$ cat src/rtl/astro_colisao_pkg.sv
// Shared definitions for the shot/asteroid collision sweeper:
// 4-bit state codes and a width helper that never returns zero.
package astro_colisao_pkg;

  typedef enum logic [3:0] {
    OCIOSO      = 4'd0,
    INICIO      = 4'd1,
    LE_TIRO     = 4'd2,
    AVALIA_TIRO = 4'd3,
    LE_ASTE     = 4'd4,
    COMPARA     = 4'd5,
    APAGA       = 4'd6,
    PROX_TIRO   = 4'd7,
    FIM         = 4'd8
  } estado_t;

  // Address width for n slots; a single slot still needs one address bit.
  function automatic int clog2_min1(input int n);
    return (n <= 1) ? 1 : $clog2(n);
  endfunction

endpackage

$ cat src/rtl/contador_m_rco.sv
// Modulo-M up counter with synchronous clear, count enable and
// ripple-carry-out flag raised while the count sits at M-1.
module contador_m_rco #(
  parameter int M = 4,
  parameter int W = 2
) (
  input  logic         clock,
  input  logic         reset_n,
  input  logic         limpa,
  input  logic         conta,
  output logic [W-1:0] valor,
  output logic         rco
);

  assign rco = (valor == W'(M - 1));

  always_ff @(posedge clock or negedge reset_n) begin
    if (!reset_n) begin
      valor <= '0;
    end else if (limpa) begin
      valor <= '0;
    end else if (conta) begin
      valor <= rco ? '0 : valor + 1'b1;
    end
  end

endmodule

$ cat src/rtl/compara_colisoes_param.sv
// Per-frame collision sweep: walks every shot against every asteroid through
// the memory address ports and issues clear strobes for each detected hit.
module compara_colisoes_param
  import astro_colisao_pkg::*;
#(
  parameter  int N_TIROS      = 4,
  parameter  int N_ASTEROIDES = 8,
  parameter  int LARG_COORD   = 4,
  parameter  int TOLERANCIA   = 0,
  parameter  int LARG_PONTOS  = 8,
  localparam int LT           = clog2_min1(N_TIROS),
  localparam int LA           = clog2_min1(N_ASTEROIDES)
) (
  input  logic                   clock,
  input  logic                   reset_n,
  input  logic                   inicia,
  input  logic                   modo_perfurante,
  input  logic [LARG_COORD-1:0]  tiro_x,
  input  logic [LARG_COORD-1:0]  tiro_y,
  input  logic                   tiro_ativo,
  input  logic [LARG_COORD-1:0]  aste_x,
  input  logic [LARG_COORD-1:0]  aste_y,
  input  logic                   aste_ativo,
  output logic [LT-1:0]          tiro_addr,
  output logic [LA-1:0]          aste_addr,
  output logic                   apaga_tiro,
  output logic                   apaga_asteroide,
  output logic [LARG_PONTOS-1:0] colisoes,
  output logic                   ocupado,
  output logic                   pronto,
  output logic [3:0]             db_estado
);

  typedef logic [LARG_COORD:0] dist_t;
  localparam dist_t TOL = dist_t'(TOLERANCIA);

  estado_t                estado_reg, estado_next;
  logic                   perfurante_reg;
  logic [LARG_PONTOS-1:0] colisoes_reg;

  logic  limpa_tiro, conta_tiro, ultimo_tiro;
  logic  limpa_aste, conta_aste, ultimo_aste;
  dist_t dist_x, dist_y;
  logic  acerto;

  contador_m_rco #(.M(N_TIROS), .W(LT)) u_cont_tiro (
    .clock   (clock),
    .reset_n (reset_n),
    .limpa   (limpa_tiro),
    .conta   (conta_tiro),
    .valor   (tiro_addr),
    .rco     (ultimo_tiro)
  );

  contador_m_rco #(.M(N_ASTEROIDES), .W(LA)) u_cont_aste (
    .clock   (clock),
    .reset_n (reset_n),
    .limpa   (limpa_aste),
    .conta   (conta_aste),
    .valor   (aste_addr),
    .rco     (ultimo_aste)
  );

  // One extra bit keeps the difference unsigned; no screen wrap-around.
  always_comb begin
    dist_x = (tiro_x >= aste_x) ? ({1'b0, tiro_x} - {1'b0, aste_x})
                                : ({1'b0, aste_x} - {1'b0, tiro_x});
    dist_y = (tiro_y >= aste_y) ? ({1'b0, tiro_y} - {1'b0, aste_y})
                                : ({1'b0, aste_y} - {1'b0, tiro_y});
    acerto = tiro_ativo & aste_ativo & (dist_x <= TOL) & (dist_y <= TOL);
  end

  always_ff @(posedge clock or negedge reset_n) begin
    if (!reset_n) begin
      estado_reg <= OCIOSO;
    end else begin
      estado_reg <= estado_next;
    end
  end

  always_comb begin
    estado_next = estado_reg;
    case (estado_reg)
      OCIOSO:      estado_next = inicia ? INICIO : OCIOSO;
      INICIO:      estado_next = LE_TIRO;
      LE_TIRO:     estado_next = AVALIA_TIRO;
      AVALIA_TIRO: estado_next = tiro_ativo ? LE_ASTE : PROX_TIRO;
      LE_ASTE:     estado_next = COMPARA;
      COMPARA: begin
        if (acerto)           estado_next = APAGA;
        else if (ultimo_aste) estado_next = PROX_TIRO;
        else                  estado_next = LE_ASTE;
      end
      APAGA: begin
        if (perfurante_reg && !ultimo_aste) estado_next = LE_ASTE;
        else                                estado_next = PROX_TIRO;
      end
      PROX_TIRO:   estado_next = ultimo_tiro ? FIM : LE_TIRO;
      FIM:         estado_next = OCIOSO;
      default:     estado_next = OCIOSO;
    endcase
  end

  always_comb begin
    limpa_tiro = (estado_reg == INICIO);
    conta_tiro = (estado_reg == PROX_TIRO) && !ultimo_tiro;
    limpa_aste = (estado_reg == INICIO) || ((estado_reg == AVALIA_TIRO) && tiro_ativo);
    conta_aste = ((estado_reg == COMPARA) && !acerto && !ultimo_aste) ||
                 ((estado_reg == APAGA) && perfurante_reg && !ultimo_aste);
  end

  always_comb begin
    ocupado         = (estado_reg != OCIOSO);
    pronto          = (estado_reg == FIM);
    apaga_asteroide = (estado_reg == APAGA);
    apaga_tiro      = (estado_reg == APAGA) && !perfurante_reg;
    db_estado       = estado_reg;
    colisoes        = colisoes_reg;
  end

  // Mode is captured when the start request is accepted and held all sweep.
  always_ff @(posedge clock or negedge reset_n) begin
    if (!reset_n) begin
      perfurante_reg <= 1'b0;
    end else if (estado_reg == OCIOSO && inicia) begin
      perfurante_reg <= modo_perfurante;
    end
  end

  always_ff @(posedge clock or negedge reset_n) begin
    if (!reset_n) begin
      colisoes_reg <= '0;
    end else if (estado_reg == INICIO) begin
      colisoes_reg <= '0;
    end else if (estado_reg == APAGA && !(&colisoes_reg)) begin
      colisoes_reg <= colisoes_reg + 1'b1;
    end
  end

endmodule
$ cat config.mk
export PLATFORM = sky130hd
export DESIGN_NAME = compara_colisoes_param
export DESIGN_NICKNAME = d
export VERILOG_FILES = /design/src/rtl/astro_colisao_pkg.sv /design/src/rtl/contador_m_rco.sv /design/src/rtl/compara_colisoes_param.sv
export SDC_FILE = /design/constraint.sdc
export NUM_CORES = 1
export LEC_CHECK = 0
export CORE_MARGIN = 5
export CORE_UTILIZATION = 48
export DETAILED_ROUTE_END_ITERATION = 8
export PLACE_DENSITY_LB_ADDON = 0.25
export SLEW_MARGIN = 15
export SYNTH_ARGS = -nofsm -noshare
export SYNTH_HDL_FRONTEND = slang
export SYNTH_SLANG_ARGS = --single-unit
$ cat constraint.sdc
create_clock -name clock -period 2.07 [get_ports clock]
set_input_delay 0.621 -clock clock [delete_from_list [all_inputs] [get_ports clock]]
set_output_delay 0.621 -clock clock [all_outputs]
set_load 0.01 [all_outputs]
==> reports/metrics.cfg <==
[critical_path]
path_class=in -> reg
path_max_fanout=2
critical_path_required_ns=2.26
slowest_stage=or3b_4
path_cells=buf_4, ha_4, or3b_4, a2111oi_4, a211oi_2, o31ai_4, mux2_4
start_kind=primary input
endpoint_kind=flop
cp_slowest_stage_delay_ns=0.38
worstPathArrival_ns=2.46

[drt]
dr.pass1.iters=4
drt_iter0_markers=40
dr_total_vias=1449
drc=0
wire_per_inst_um=14.7
wl_met1_mm=1.73
top_layer_used=met4
dr_wl_met3_um=135
ant_nets=0
vias_per_cell=5.12
met2_length_mm=2.24
finalWirelength_mm=4.15

[yosys]
synth_edf_count=0
syn_area_per_cell_um2=9.24
synth_cell_types=51
yosys_warnings=0
synth_area_mm2=0.00151
ys_ff_latch=18
asyncSetResetFlopFracSynth_pct=100
synth_flop_cell=dfrtp_1
synth_nets=205
syn_inst=163
yosysSeqAreaShare_pct=29.9

[placed_design]
place.gp.congestion=0.835
io_buffers=42
place_hpwl_mm=3.09

[timing]
maxSlewViolCount=0
fin_crit_ns=2.27
rsz0062_at_grt=yes
hold_viol=0
period_share_pct=110
skew_ns=0.00274
fmax_mhz=440
setup_viol_count_final=4
slew_headroom_pct=60.7
worst_pin_slew_ns=0.586
tns_ns=-0.569
setup_slack_ns=-0.200

[global_route]
grt_max_degree=19
overflow=0
antenna_found_initial=0
grt_pass1_vias=1582
grt_pass1_wl_mm=6.87
grtUsageTotal_pct=20.0

[die]
initial_utilization_pct=49.8
die_x_um=66.0
dieHeight_um=66.0
pin_count=43
rows=20
core_mm2=0.00303
die_area_mm2=0.00436

[pwr]
p_total_uw=2240
ir_drop_mv=0.802
power.density_mw_per_mm2=954
leakage_uw=0.00111

[final_layout]
layout-drive-gt1-share_pct=34.7
final_cell_mix=31 x buf_4, 21 x clkdlybuf4s50_1, 20 x inv_1
nets=282
largest_reg_flops=8
area_growth_pct=55.9
antenna_cells=0
mostFrequentLayoutCell=buf_4

[cts]
cts.sinks=18
clock_path_buffers=2
htreeDepth=1
cts_buffers=3
cts_root_buf=clkbuf_4
tritoncts=yes
clk_transition_reported_paths_ns=0.10
insertion_delay_ns=0.29

[worst_hold_path]
worstHoldPathType=reg -> reg

[outcome]
violations=negative setup slack
outcome=finished, violations left

[job]
maxCapViolCount=0

repair_timing:
| item | CTS | global route |
|---|---|---|
| gates resized for setup | 63 | 26 |
| buffers inserted | 5 | 5 |
| endpoints found under the setup margin | 9 | 9 |
| hold buffers | 0 | 0 |
| pin swaps | 19 | 15 |
| endpoints found under the hold margin | 0 | 0 |
logic make-up after synthesis:
family	share of synthesized area [%]
xor gates and xnor gates	3.49
DFF	29.9
adders and majority gates	16.6
and+or+nand+nor	19.3
buffers and inverters	7.39
AOI/OAI and AO/OA	18.3
muxes	5.07
worst paths after layout:
check                                                      start                          endpoint  slack (ns)  cells after the start
worst min-delay path            u_cont_aste.valor[0]$_DFFE_PN0P_  u_cont_aste.valor[0]$_DFFE_PN0P_        0.60                      1
worst max register to register  u_cont_aste.valor[0]$_DFFE_PN0P_  u_cont_aste.valor[0]$_DFFE_PN0P_        0.16                      6
worst min register to register  u_cont_aste.valor[0]$_DFFE_PN0P_  u_cont_aste.valor[0]$_DFFE_PN0P_        0.60                      1
min in group asynchronous                                reset_n            db_estado[1]$_DFF_PN0_        0.65                      2
worst max-delay path                                   aste_y[3]  u_cont_aste.valor[0]$_DFFE_PN0P_       -0.20                      7
max in group asynchronous                                reset_n            db_estado[2]$_DFF_PN0_        1.20                      2
where the power goes:
part / internal [uW] / switching (uW) / total (uW)
sequential: 466 / 133 / 599
combinational: 774 / 650 / 1420
clock: 107 / 112 / 219
total: 1350 / 894 / 2240
layout make-up:
type                            instances  area [um^2]
Multi-Input combinational cell        116         1070
Fill cell                             219          679
Timing Repair Buffer                   74          624
Sequential cell                        18          452
Inverter                               27          106
Tap cell                               44         55.1
Clock buffer                            4         36.3
per-layer routing:
layer  GRT usage [%]  vias up
li1                -      725
met1            23.3      685
met2            37.9       33
met3            4.25        6
met4            3.05        0
met5               0        -
Yosys cell counts (all sizes together) (2+ instances only):
library cell	count	area, um^2
a2111oi	3	46.3
a21oi	3	15.0
o211ai	3	27.5
dfrtp	18	450
o21ai	5	25.0
buf	2	10.0
nor3	5	25.0
or3	2	12.5
xnor2	4	35.0
nand4	2	12.5
mux2	2	26.3
nand3	2	10.0
ha	20	250
xor2	2	17.5
nor2	11	41.3
or3b	2	20.0
inv	27	101
mux2i	5	50.1
a22o	2	17.5
a211oi	3	27.5
nor2b	3	18.8
nand2	10	37.5
nand2b	7	43.8
through the flow:
step                      util [%]  instance area (um^2)  hold WS, ns  setup WS [ns]  cells
final                         77.6                  2350        0.595         -0.200    283
after global routing          77.6                  2350        0.623         -0.225    283
after CTS                     75.9                  2300        0.595         -0.252    278
after detailed placement      72.1                  2180        0.563         -0.942    270
after global placement        72.1                  2180        0.535         -0.918    270
after floorplan                  -                  1550        0.325         -0.406    163
critical path, delay by kind of cell:
family | cells | cell delay [ns]
AOI/OAI and AO/OA | 3 | 0.80
adders and majority gates | 1 | 0.21
buffers and inverters | 1 | 0.13
muxes | 1 | 0.32
and+or+nand+nor | 1 | 0.38
(Power assumes the default switching activity.)
